**config.mk**
```make
export PLATFORM = sky130hd
export DESIGN_NAME = vc4poh_tx_flat
export DESIGN_NICKNAME = d
export VERILOG_FILES = /design/src/rtl/vc4poh_tx_if.sv /design/src/rtl/vc4poh_tx.sv /design/src/flat_wrapper.sv
export SDC_FILE = /design/constraint.sdc
export NUM_CORES = 1
export LEC_CHECK = 0
export ABC_CLOCK_PERIOD_IN_PS = 2620
export BUFFER_PORTS_ARGS = -buffer_cell sky130_fd_sc_hd__buf_2
export CORE_MARGIN = 1
export CORE_UTILIZATION = 61
export CTS_CLUSTER_SIZE = 28
export DETAILED_ROUTE_END_ITERATION = 16
export HOLD_SLACK_MARGIN = 0.02
export MAX_ROUTING_LAYER = met4
export PLACE_DENSITY_LB_ADDON = 0.05
export SETUP_SLACK_MARGIN = 0.5
export SYNTH_ARGS = -nofsm -noshare
export SYNTH_HDL_FRONTEND = slang
export SYNTH_SLANG_ARGS = --single-unit
```
**constraint.sdc**
```tcl
create_clock -name clk -period 2.62 [get_ports clk]
set_clock_uncertainty 0.05 [all_clocks]
set_input_delay 0.262 -clock clk [delete_from_list [all_inputs] [get_ports clk]]
set_output_delay 0.262 -clock clk [all_outputs]
set_load 0.02 [all_outputs]
```
**src/rtl/vc4poh_tx_if.sv**
```systemverilog
// Mapper/monitor-facing signal bundle for the VC-4 TX POH generator.
// b3_err_ins exists only when VC4POH_TX_B3ERR_EN is defined.
interface vc4poh_tx_if #(
    parameter int WIDTH  = 8,
    parameter int J1_LEN = 16
);
    logic                        txsof;
    logic                        en;
    logic [WIDTH-1:0]            dpohout;
    logic                        dpoh_vld;
    logic [WIDTH-1:0]            tug3bip8;
    logic                        bip_vld;
    logic [3:0]                  rei_bip8;
    logic                        rei_vld;
    logic                        rdi;
    logic [WIDTH-1:0]            c2_val;
    logic                        j1_wr;
    logic [$clog2(J1_LEN)-1:0]   j1_addr;
    logic [WIDTH-1:0]            j1_data;
`ifdef VC4POH_TX_B3ERR_EN
    logic                        b3_err_ins;
`endif

    modport master (
        output txsof, en, tug3bip8, bip_vld, rei_bip8, rei_vld, rdi, c2_val,
               j1_wr, j1_addr, j1_data,
`ifdef VC4POH_TX_B3ERR_EN
        output b3_err_ins,
`endif
        input  dpohout, dpoh_vld
    );

    modport slave (
        input  txsof, en, tug3bip8, bip_vld, rei_bip8, rei_vld, rdi, c2_val,
               j1_wr, j1_addr, j1_data,
`ifdef VC4POH_TX_B3ERR_EN
        input  b3_err_ins,
`endif
        output dpohout, dpoh_vld
    );
endinterface

```
**src/rtl/vc4poh_tx.sv**
```systemverilog
// VC-4 TX path overhead generator (J1..N1, B3, REI/RDI in G1, H4 multiframe); VC4POH_TX_B3ERR_EN adds a B3 error injector.
// One-cycle registered output per en strobe; no backpressure, the mapper paces bytes with en.
module vc4poh_tx #(
    parameter int WIDTH  = 8,
    parameter int J1_LEN = 16
) (
    input  logic       clk,
    input  logic       rst,
    vc4poh_tx_if.slave bus
);
    localparam int AW = $clog2(J1_LEN);

    typedef enum logic [3:0] {
        ROW_J1   = 4'd0,
        ROW_B3   = 4'd1,
        ROW_C2   = 4'd2,
        ROW_G1   = 4'd3,
        ROW_F2   = 4'd4,
        ROW_H4   = 4'd5,
        ROW_F3   = 4'd6,
        ROW_K3   = 4'd7,
        ROW_N1   = 4'd8,
        ROW_DONE = 4'd9
    } row_e;

    row_e             row_q, row_d, row_eff;
    logic [AW-1:0]    j1_ptr_q, j1_ptr_d;
    logic [1:0]       mf_q, mf_d;
    logic [WIDTH-1:0] poh_acc_q, poh_acc_d;
    logic [WIDTH-1:0] pay_bip_q, pay_bip_d;
    logic [WIDTH-1:0] b3_reg_q, b3_reg_d;
    logic [WIDTH-1:0] dpohout_q, dpohout_d;
    logic             dpoh_vld_q;
    logic [3:0]       rei_lat_q, rei_lat_d;
    logic             rdi_lat_q, rdi_lat_d;
    logic             rei_vld_d_q;
    logic [WIDTH-1:0] ram_q [J1_LEN];
    logic [WIDTH-1:0] slot_byte;
    logic             slot_live;
    logic             g1_emit;
    logic             b3_flip;

    // A coincident txsof restarts the frame before en is served.
    assign row_eff   = bus.txsof ? ROW_J1 : row_q;
    assign slot_live = bus.en && (row_eff != ROW_DONE);
    assign g1_emit   = slot_live && (row_eff == ROW_G1);

`ifdef VC4POH_TX_B3ERR_EN
    logic b3_arm_q, b3_arm_d;
    logic b3_emit;

    assign b3_emit = slot_live && (row_eff == ROW_B3);
    assign b3_flip = b3_arm_q;
    // A pulse during the B3 slot itself arms for the following frame.
    assign b3_arm_d = (b3_arm_q & ~b3_emit) | bus.b3_err_ins;

    always_ff @(posedge clk or negedge rst) begin
        if (!rst) b3_arm_q <= 1'b0;
        else      b3_arm_q <= b3_arm_d;
    end
`else
    assign b3_flip = 1'b0;
`endif

    always_comb begin
        slot_byte = {WIDTH{1'b0}};
        case (row_eff)
            ROW_J1:  slot_byte = ram_q[j1_ptr_q];
            ROW_B3:  slot_byte = b3_reg_q ^ {{(WIDTH-1){1'b0}}, b3_flip};
            ROW_C2:  slot_byte = bus.c2_val;
            ROW_G1:  slot_byte = {rei_lat_q, rdi_lat_q, {(WIDTH-5){1'b0}}};
            ROW_H4:  slot_byte = {{(WIDTH-2){1'b1}}, mf_q};
            default: slot_byte = {WIDTH{1'b0}};
        endcase
    end

    always_comb begin
        row_d     = row_q;
        j1_ptr_d  = j1_ptr_q;
        mf_d      = mf_q;
        poh_acc_d = poh_acc_q;
        b3_reg_d  = b3_reg_q;
        rdi_lat_d = rdi_lat_q;
        dpohout_d = dpohout_q;
        pay_bip_d = bus.bip_vld ? bus.tug3bip8 : pay_bip_q;

        if (bus.txsof) begin
            row_d     = ROW_J1;
            b3_reg_d  = poh_acc_q ^ pay_bip_q;
            poh_acc_d = {WIDTH{1'b0}};
            mf_d      = mf_q + 2'd1;
            rdi_lat_d = bus.rdi;
        end

        if (bus.en) begin
            if (row_eff == ROW_DONE) begin
                dpohout_d = {WIDTH{1'b0}};
            end else begin
                dpohout_d = slot_byte;
                poh_acc_d = (bus.txsof ? {WIDTH{1'b0}} : poh_acc_q) ^ slot_byte;
                row_d     = row_e'(row_eff + 4'd1);
                if (row_eff == ROW_J1)
                    j1_ptr_d = j1_ptr_q + {{(AW-1){1'b0}}, 1'b1};
            end
        end

        // A fresh REI edge wins over the clear, so G1 still carries the old count.
        rei_lat_d = g1_emit ? 4'd0 : rei_lat_q;
        if (bus.rei_vld && !rei_vld_d_q)
            rei_lat_d = (bus.rei_bip8 > 4'd8) ? 4'd0 : bus.rei_bip8;
    end

    always_ff @(posedge clk or negedge rst) begin
        if (!rst) begin
            row_q       <= ROW_J1;
            j1_ptr_q    <= '0;
            mf_q        <= 2'd0;
            poh_acc_q   <= '0;
            pay_bip_q   <= '0;
            b3_reg_q    <= '0;
            dpohout_q   <= '0;
            dpoh_vld_q  <= 1'b0;
            rei_lat_q   <= 4'd0;
            rdi_lat_q   <= 1'b0;
            rei_vld_d_q <= 1'b0;
        end else begin
            row_q       <= row_d;
            j1_ptr_q    <= j1_ptr_d;
            mf_q        <= mf_d;
            poh_acc_q   <= poh_acc_d;
            pay_bip_q   <= pay_bip_d;
            b3_reg_q    <= b3_reg_d;
            dpohout_q   <= dpohout_d;
            dpoh_vld_q  <= bus.en;
            rei_lat_q   <= rei_lat_d;
            rdi_lat_q   <= rdi_lat_d;
            rei_vld_d_q <= bus.rei_vld;
        end
    end

    // Read uses the pre-write contents when a write hits the same address.
    always_ff @(posedge clk or negedge rst) begin
        if (!rst) begin
            for (int i = 0; i < J1_LEN; i++) ram_q[i] <= '0;
        end else if (bus.j1_wr) begin
            ram_q[bus.j1_addr] <= bus.j1_data;
        end
    end

    assign bus.dpohout  = dpohout_q;
    assign bus.dpoh_vld = dpoh_vld_q;
endmodule

```
**src/flat_wrapper.sv**
```systemverilog
// flat-port wrapper written by rule: the top's interface ports become plain ports
module vc4poh_tx_flat 
#(
    parameter int WIDTH  = 8,
    parameter int J1_LEN = 16
)
  (clk, rst, bus_txsof, bus_en, bus_tug3bip8, bus_bip_vld, bus_rei_bip8, bus_rei_vld, bus_rdi, bus_c2_val, bus_j1_wr, bus_j1_addr, bus_j1_data, bus_dpohout, bus_dpoh_vld);
  vc4poh_tx_if #(.WIDTH(WIDTH), .J1_LEN(J1_LEN)) bus_i ();
  input  logic clk;
  input  logic rst;
  input wire logic [$bits(bus_i.txsof)-1:0] bus_txsof;
  input wire logic [$bits(bus_i.en)-1:0] bus_en;
  input wire logic [$bits(bus_i.tug3bip8)-1:0] bus_tug3bip8;
  input wire logic [$bits(bus_i.bip_vld)-1:0] bus_bip_vld;
  input wire logic [$bits(bus_i.rei_bip8)-1:0] bus_rei_bip8;
  input wire logic [$bits(bus_i.rei_vld)-1:0] bus_rei_vld;
  input wire logic [$bits(bus_i.rdi)-1:0] bus_rdi;
  input wire logic [$bits(bus_i.c2_val)-1:0] bus_c2_val;
  input wire logic [$bits(bus_i.j1_wr)-1:0] bus_j1_wr;
  input wire logic [$bits(bus_i.j1_addr)-1:0] bus_j1_addr;
  input wire logic [$bits(bus_i.j1_data)-1:0] bus_j1_data;
  output wire logic [$bits(bus_i.dpohout)-1:0] bus_dpohout;
  output wire logic [$bits(bus_i.dpoh_vld)-1:0] bus_dpoh_vld;
  assign bus_i.txsof = bus_txsof;
  assign bus_i.en = bus_en;
  assign bus_i.tug3bip8 = bus_tug3bip8;
  assign bus_i.bip_vld = bus_bip_vld;
  assign bus_i.rei_bip8 = bus_rei_bip8;
  assign bus_i.rei_vld = bus_rei_vld;
  assign bus_i.rdi = bus_rdi;
  assign bus_i.c2_val = bus_c2_val;
  assign bus_i.j1_wr = bus_j1_wr;
  assign bus_i.j1_addr = bus_j1_addr;
  assign bus_i.j1_data = bus_j1_data;
  assign bus_dpohout = bus_i.dpohout;
  assign bus_dpoh_vld = bus_i.dpoh_vld;
  vc4poh_tx #(.WIDTH(WIDTH), .J1_LEN(J1_LEN)) u_core (.clk(clk), .rst(rst), .bus(bus_i));
endmodule
```
==> impl_table.tex, run 1 <==
\begin{tabular}{lr}
\hline
Metric & Value \\
\hline
\multicolumn{2}{l}{\textbf{Hold path}} \\
\quad Path class of the lowest-slack min-delay path & input pin to flop \\
\multicolumn{2}{l}{\textbf{Timing}} \\
\quad Part of the cycle the worst path needs & 79.9\% \\
\quad Setup-failing EPs final & 0 \\
\quad Max frequency & 478 MHz \\
\quad RSZ-0062 raised after global routing & yes \\
\quad Final critical-path setup slack & 526 ps \\
\quad Final slew viol count & 0 \\
\quad Remaining max-slew budget at the tightest pin & 52.3\% \\
\quad Count of endpoints failing hold in the final timing report & 0 \\
\quad Transition time at the pin with the least slew margin & 716 ps \\
\quad Setup\_tns & 0 ps \\
\quad Time the final worst path needs with I/O delays and setup & 2090 ps \\
\multicolumn{2}{l}{\textbf{Critical path}} \\
\quad Critical Path Slowest Stage Cell & dfrtp\_2 \\
\quad Sum of buffers and inverters on the critical path & 0 \\
\quad Critical Path, Cell by Cell & or3b\_4 > nor3\_4 > a221oi\_1 > o221a\_2 > xnor2\_1 \\
\quad Endpoint class of the critical path & flop \\
\quad CP startpoint kind & flop \\
\quad Data arrival time at the worst-slack endpoint & 2350 ps \\
\quad Top Family by Delay on Critical Path & simple AND/OR/NAND/NOR gates \\
\quad Max incr delay on CP & 510 ps \\
\quad CP max FO & 15 \\
\quad Startpoint-to-endpoint class of the critical path & flop to flop \\
\quad Required time worst endpoint & 2880 ps \\
\multicolumn{2}{l}{\textbf{Global route}} \\
\quad First-pass GRT wire length & 30400 um \\
\quad Number of antenna violations at the first check in global routing & 0 \\
\quad Global-route total usage across every layer & 30.2\% \\
\quad Vias in the first global route & 5537 \\
\quad Total global routing overflow & 0 \\
\quad Maximum number of pins on one net before global-route repair & 71 \\
\multicolumn{2}{l}{\textbf{Synth}} \\
\quad Share of async-settable or async-resettable flops after synthesis & 100\% \\
\quad Portion of the post-synthesis area used by sequential elements & 53.8\% \\
\quad Top cell type's share of synthesized area & 53.8\% \\
\quad Number of standard cells after synthesis & 607 \\
\quad Post-synthesis cell area & 8230 um2 \\
\quad Number of enable flip-flop cells after synthesis & 0 \\
\quad Most used DFF post-synth & dfrtp\_1 \\
\quad Unique masters post-synth & 48 \\
\quad Number of warnings reported in the yosys synthesis log & 0 \\
\quad Leading post-synthesis cells by cell area & dfrtp\_1 (54\%), mux2\_2 (20\%), mux2i\_1 (4.3\%), mux4\_2 (3.0\%), xnor2\_1 (1.9\%) \\
\quad Dominant cell type by area after synthesis & dfrtp\_1 \\
\quad Syn\_area\_per\_cell & 13.6 um2 \\
\quad \#FFs+latches synth & 177 \\
\quad Post-synth net total & 648 \\
\multicolumn{2}{l}{\textbf{Layout}} \\
\quad Fraction of layout instances using a drive strength above 1 & 41.4\% \\
\quad Area of all placed cells without fillers & 9460 um2 \\
\quad Most frequent standard cell in the layout excluding fill and tap cells & dfrtp\_1 \\
\quad Layout overhead on the synthesized area & 15.0\% \\
\quad Cell Count, Final, Fillers Out & 864 \\
\quad \# nets final & 716 \\
\quad Most frequent cells in the layout & dfrtp\_1 (172), mux2\_2 (143), buf\_2 (47), mux2i\_1 (35), buf\_4 (27) \\
\quad Antenna Diode Count & 0 \\
\quad Number of fillers in the final layout & 913 \\
\multicolumn{2}{l}{\textbf{Die}} \\
\quad Floorplan Core Area & 13200 um2 \\
\quad Height of the die & 118 um \\
\quad Total die area & 14000 um2 \\
\quad Top Ports & 49 \\
\quad Num rows & 42 \\
\quad Die span in x & 118 um \\
\quad Initial core utilization & 62.4\% \\
\multicolumn{2}{l}{\textbf{Power and ir drop}} \\
\quad Relative contribution of sequential cells to total power & 42.8\% \\
\quad Leakage power total & 0.00418 uW \\
\quad Switching share of power & 31.1\% \\
\quad Combinational share of power & 30.0\% \\
\quad Design internal power & 6420 uW \\
\quad Cell area power density & 985 nW/um2 \\
\quad Highest ir drop seen on vdd & 0.569 mV \\
\quad Share of power burned in the clock network & 27.1\% \\
\quad Net switching power figure & 2890 uW \\
\multicolumn{2}{l}{\textbf{Job}} \\
\quad Max Cap Violations & 0 \\
\multicolumn{2}{l}{\textbf{Drt}} \\
\quad Via density per instance & 6.05 \\
\quad Initial DRC count & 358 \\
\quad Number of nets with antenna violations after routing & 0 \\
\quad Final wirelength & 18900 um \\
\quad Drc violations & 0 \\
\quad Drt pass-1 iters & 5 \\
\quad WL/cell & 21.9 um \\
\quad Total number of vias & 5226 \\
\multicolumn{2}{l}{\textbf{Place}} \\
\quad Worst-case setup slack after placement & 282 ps \\
\quad DP Wirelength & 12900 um \\
\quad Post-place instance area & 8680 um2 \\
\quad Placed cell count & 815 \\
\quad Placer Congestion & 0.852 \\
\quad Number of I/O port buffers & 48 \\
\multicolumn{2}{l}{\textbf{CTS}} \\
\quad Worst skew pair latency & 430 ps \\
\quad Cell chosen for the clock root & clkbuf\_16 \\
\quad Clk slew on worst S/H paths & 60 ps \\
\quad Number of clock sinks & 177 \\
\quad TritonCTS buffer count & 17 \\
\quad H-tree depth & 4 \\
\quad TritonCTS clock tree & yes \\
\quad Maximum buffer depth of the clock tree & 2 \\
\multicolumn{2}{l}{\textbf{Outcome}} \\
\quad Outcome & completed \\
\hline
\end{tabular}
-- metal layers --
layer  track usage, %  vias up  wire [um]
li1                 -     2354          -
met1             39.2     2699       8330
met2             47.7      152       9250
met3             5.98       21        962
met4             10.7        0        393
met5                -        -          0
-- through the flow --
| step | hold WS, ps | power, uW | util [%] |
|---|---|---|---|
| 3_5_place_dp | 255 | 6700 | 65.8 |
| 2_1_floorplan | -83.6 | 5980 | - |
| 5_1_grt | 22.8 | 9780 | 71.7 |
| 3_3_place_gp | 249 | 6590 | 65.8 |
| 6_report | 32.7 | 9320 | 71.7 |
| 4_1_cts | 25.4 | 9280 | 71.3 |
-- cell type report --
class	count	area (um2)	share of cell area, %
inverters	8	30.0	0.317
clock buffers	20	467	4.93
well taps	176	220	2.33
flip-flops and latches	177	4440	46.9
multi-input cells	382	3560	37.6
repair buffers	89	611	6.45
clock inverters	12	134	1.42
-- flip-flops by register name, summed over array words and instances, names as in the netlist --
| register | count |
|---|---|
| u_core.rei_vld_d_q | 1 |
| u_core.j1_ptr_q | 4 |
| u_core.b3_reg_q | 8 |
| u_core.poh_acc_q | 8 |
| u_core.rei_lat_q | 4 |
| u_core.row_q | 4 |
| u_core.pay_bip_q | 8 |
| u_core.bus.dpoh_vld | 1 |
| u_core.bus.dpohout | 8 |
| u_core.rdi_lat_q | 1 |
| u_core.mf_q | 2 |
| u_core.ram_q | 128 |
-- synthesized netlist by cell type, drive strengths merged (11+ instances only) --
| cell | count |
|---|---|
| xnor2 | 19 |
| a21oi | 12 |
| mux2 | 145 |
| mux2i | 35 |
| nand2b | 15 |
| clkbuf | 21 |
| nor2b | 11 |
| buf | 19 |
| mux4 | 11 |
| a22oi | 17 |
| nand2 | 17 |
| dfrtp | 177 |
| nor2 | 24 |
-- worst paths after layout --
| path | startpoint | end | slack, ps | cells after the start |
|---|---|---|---|---|
| worst min register to register | u_core.bus.dpohout[7]$_DFFE_PN0P_ | u_core.bus.dpohout[7]$_DFFE_PN0P_ | 440 | 1 |
| worst min-delay path | bus_tug3bip8[2] | u_core.pay_bip_q[2]$_DFFE_PN0P_ | 30 | 2 |
| min in group asynchronous | rst | u_core.ram_q[97]$_DFFE_PN0P_ | 350 | 2 |
| max in group asynchronous | rst | u_core.ram_q[14]$_DFFE_PN0P_ | 1470 | 3 |
| worst max register to register | u_core.row_q[2]$_DFF_PN0_ | u_core.poh_acc_q[4]$_DFF_PN0_ | 530 | 5 |
| worst max-delay path | u_core.row_q[2]$_DFF_PN0_ | u_core.poh_acc_q[4]$_DFF_PN0_ | 530 | 5 |
-- power groups by stage --
| stage | sequential [uW] | clock [uW] | combinational [uW] |
|---|---|---|---|
| after global placement | 4020 | 0 | 2570 |
| after global routing | 4080 | 2680 | 3020 |
| after floorplan | 3800 | 0 | 2180 |
| after detailed placement | 4040 | 0 | 2660 |
| after CTS | 4010 | 2570 | 2700 |
| final | 3990 | 2530 | 2800 |
-- cell families after synthesis --
logic type	Yosys count	share of synthesized area [%]
xor gates and xnor gates	23	2.54
buffers and inverters	48	3.09
adders and majority gates	1	0.152
and+or+nand+nor	92	5.99
AOI/OAI and AO/OA	75	7.30
DFF	177	53.8
muxes	191	27.1
-- repair_timing --
action,CTS,global route
setup buffers,0,6
resized for setup,5,6
pin swaps,0,0
setup endpoints to repair,16,15
hold buffers,11,0
hold endpoints to repair,76,0
(Power assumes the default switching activity.)
==> run 2: changes to the inputs <==
ABC_CLOCK_PERIOD_IN_PS = 1850   (was 2620)
CORE_UTILIZATION = 55   (was 61)
clock period = 1.85 ns   (was 2.62 ns; I/O delays follow)
==> run 2 against run 1 <==
Effect of this change:
- the flow now finishes with violations (negative setup slack)
- register-to-register slack worse by 600 ps
- sequential share of layout area shrank 2.8 points
- sequential power increased by 38%
- largest cell class unchanged
- highest routed layer unchanged
==> impl_table.tex, run 2 (same netlist as run 1, synthesis figures left out) <==
\begin{tabular}{lr}
\hline
Metric & Value \\
\hline
\multicolumn{2}{l}{\textbf{Outcome}} \\
\quad Outcome & finished with violations \\
\quad Violated checks & negative setup slack \\
\multicolumn{2}{l}{\textbf{Critical path}} \\
\quad Startpoint-to-endpoint class of the critical path & flop to flop \\
\quad CP startpoint kind & flop \\
\quad Worst reg-to-reg setup slack & -70 ps (-600 ps) \\
\quad Required time worst endpoint & 2120 ps (-760 ps) \\
\quad Reg2reg end & u\_core.bus.dpohout[1]\$\_DFFE\_PN0P\_ \\
\quad Data arrival time at the worst-slack endpoint & 2190 ps (-160 ps) \\
\quad Cell count of the worst reg-to-reg path & 6 (+1) \\
\quad Critical R2R Launch & u\_core.row\_q[1]\$\_DFF\_PN0\_ \\
\quad CP max FO & 4 (-11) \\
\quad Endpoint class of the critical path & flop \\
\multicolumn{2}{l}{\textbf{Power and ir drop}} \\
\quad Combinational share of power & 36.1\% (+6.1 points) \\
\quad Share of power burned in the clock network & 24.2\% (-2.9 points) \\
\quad Relative contribution of sequential cells to total power & 39.7\% (-3.1 points) \\
\quad Design internal power & 9420 uW (+47\%) \\
\quad Leakage power total & 0.00444 uW (+6.2\%) \\
\quad Cell area power density & 1380 nW/um2 (+40\%) \\
\quad Switching share of power & 32.1\% (+1.0 points) \\
\quad Net switching power figure & 4450 uW (+54\%) \\
\quad Highest ir drop seen on vdd & 0.844 mV (+48\%) \\
\multicolumn{2}{l}{\textbf{Drt}} \\
\quad Initial DRC count & 280 (-22\%) \\
\quad Number of nets with antenna violations after routing & 0 (unchanged) \\
\quad WL/cell & 20.6 um (-5.9\%) \\
\quad Final wirelength & 18800 um (-0.91\%) \\
\quad Drc violations & 0 (unchanged) \\
\quad Via density per instance & 5.83 (-3.6\%) \\
\quad Drt pass-1 iters & 5 (unchanged) \\
\quad Total number of vias & 5304 (+1.5\%) \\
\multicolumn{2}{l}{\textbf{Timing}} \\
\quad Max frequency & 521 MHz (+9.0\%) \\
\quad Setup-failing EPs final & 11 (+11) \\
\quad Transition time at the pin with the least slew margin & 557 ps (-159 ps) \\
\quad RSZ-0062 raised after global routing & yes \\
\quad Final critical-path setup slack & -71.2 ps (-597 ps) \\
\quad Final slew viol count & 0 (unchanged) \\
\quad Part of the cycle the worst path needs & 104\% (+24 points) \\
\quad Time the final worst path needs with I/O delays and setup & 1920 ps (-173 ps) \\
\quad Count of endpoints failing hold in the final timing report & 0 (unchanged) \\
\quad Setup\_tns & -430 ps (-430 ps) \\
\quad Remaining max-slew budget at the tightest pin & 62.8\% (+11 points) \\
\multicolumn{2}{l}{\textbf{Hold path}} \\
\quad Startpoint of the most critical hold path & bus\_txsof \\
\quad Path class of the lowest-slack min-delay path & input pin to flop \\
\quad Cell count of the worst hold path & 3 (+1) \\
\quad Endpoint with the worst hold slack & u\_core.b3\_reg\_q[2]\$\_DFFE\_PN0P\_ \\
\multicolumn{2}{l}{\textbf{Die}} \\
\quad Top Ports & 49 (unchanged) \\
\quad Initial core utilization & 56.4\% (-6.0 points) \\
\quad Height of the die & 124 um (+5.2\%) \\
\quad Die span in x & 124 um (+5.2\%) \\
\quad Floorplan Core Area & 14600 um2 (+11\%) \\
\quad Total die area & 15500 um2 (+11\%) \\
\quad Num rows & 44 (+4.8\%) \\
\multicolumn{2}{l}{\textbf{Layout}} \\
\quad Fraction of layout instances using a drive strength above 1 & 47.0\% (+5.5 points) \\
\quad Antenna Diode Count & 0 (unchanged) \\
\quad Area of all placed cells without fillers & 10100 um2 (+6.2\%) \\
\quad Layout overhead on the synthesized area & 22.1\% \\
\quad Register containing the most flip-flops in the final layout & u\_core.ram\_q \\
\quad \# nets final & 755 (+5.4\%) \\
\quad Flip-flop count of the largest register, all copies and words added & 128 (unchanged) \\
\quad Fin util & 68.9\% (-2.8 points) \\
\quad Most frequent cells in the layout & dfrtp\_1 (175), mux2\_2 (140), buf\_4 (50), buf\_2 (47), mux2i\_1 (35) \\
\quad Most frequent standard cell in the layout excluding fill and tap cells & dfrtp\_1 \\
\multicolumn{2}{l}{\textbf{CTS}} \\
\quad H-tree depth & 4 (unchanged) \\
\quad Number of clock sinks & 177 (unchanged) \\
\quad Maximum buffer depth of the clock tree & 2 (unchanged) \\
\quad TritonCTS clock tree & yes \\
\quad TritonCTS buffer count & 17 (unchanged) \\
\quad Cell chosen for the clock root & clkbuf\_16 \\
\quad Clk slew on worst S/H paths & 60 ps (about the same) \\
\quad Worst skew pair latency & 430 ps (about the same) \\
\multicolumn{2}{l}{\textbf{Global route}} \\
\quad First-pass GRT wire length & 30700 um (+0.82\%) \\
\quad Maximum number of pins on one net before global-route repair & 49 (-31\%) \\
\quad Total global routing overflow & 0 (unchanged) \\
\quad Vias in the first global route & 5731 (+3.5\%) \\
\quad Global-route total usage across every layer & 26.6\% (-3.6 points) \\
\quad Number of antenna violations at the first check in global routing & 0 (unchanged) \\
\multicolumn{2}{l}{\textbf{Place}} \\
\quad Post-place instance area & 9020 um2 (+3.9\%) \\
\quad Worst-case setup slack after placement & -285 ps (-567 ps) \\
\quad DP Wirelength & 12800 um (-0.95\%) \\
\quad Placer Congestion & 0.822 (-3.5\%) \\
\quad Number of I/O port buffers & 48 (unchanged) \\
\multicolumn{2}{l}{\textbf{Job}} \\
\quad Max Cap Violations & 0 (unchanged) \\
\hline
\end{tabular}
==> run 2: metrics by stage <==
step | std cells | power, uW | hold slack [ps]
floorplan | 607 | 8640 | -161
CTS | 907 | 13700 | 55.2
global route | 910 | 14600 | 91.8
global placement | 853 | 9780 | 112
finish | 910 | 13900 | 71.4
detailed placement | 853 | 9940 | 120
==> run 2: routing by layer <==
metal | track usage, % | wire length, um
met3 | 5.07 | 651
met5 | - | 0
met1 | 33.7 | 8250
met4 | 9.43 | 429
met2 | 42.8 | 9430
==> run 2: final cells by class <==
type	instances	area (um2)
clock inverter	13	116
fill	994	4540
sequential	177	4430
tap	184	230
timing repair buffer	128	1030
clock buffer	18	429
multi-input combinational	382	3780
inverter	8	30.0
==> run 2: power by group through the flow <==
stage                     Clock, uW  Combinational [uW]  Sequential (uW)
after floorplan                   0                3250             5390
after global placement            0                4210             5560
after detailed placement          0                4320             5620
after CTS                      3410                4830             5490
after global routing           3590                5360             5620
final                          3360                5010             5500
==> run 2: repair_timing <==
| item | 4_1_cts | 5_1_grt |
|---|---|---|
| endpoints found under the hold margin | 61 | 0 |
| cloned | 0 | 1 |
| hold buffers | 18 | 0 |
| setup buffers | 5 | 2 |
| resized for setup | 23 | 15 |
| setup endpoints to repair | 24 | 32 |
| pin swaps | 11 | 14 |
==> run 2: how the worst max path moves through the flow <==
| stage | from | end | slack, ps | cells after the start |
|---|---|---|---|---|
| global route | u_core.row_q[1]$_DFF_PN0_ | u_core.bus.dpohout[1]$_DFFE_PN0P_ | -130 | 6 |
| global placement | u_core.j1_ptr_q[0]$_DFFE_PN0P_ | u_core.poh_acc_q[4]$_DFF_PN0_ | -280 | 7 |
| floorplan | u_core.row_q[3]$_DFF_PN0_ | u_core.poh_acc_q[0]$_DFF_PN0_ | -3 | 6 |
| detailed placement | u_core.j1_ptr_q[0]$_DFFE_PN0P_ | u_core.poh_acc_q[3]$_DFF_PN0_ | -290 | 7 |
| finish | u_core.row_q[1]$_DFF_PN0_ | u_core.bus.dpohout[1]$_DFFE_PN0P_ | -70 | 6 |
| CTS | u_core.j1_ptr_q[0]$_DFFE_PN0P_ | u_core.poh_acc_q[4]$_DFF_PN0_ | -60 | 8 |
==> run 2: critical path, cell delays in order, from the launching register on <==
cell and delay (ps):
dfrtp_1 420, or3b_4 290, nor3_4 40, buf_4 130
a222oi_1 530, o221ai_4 170, a21o_1 170
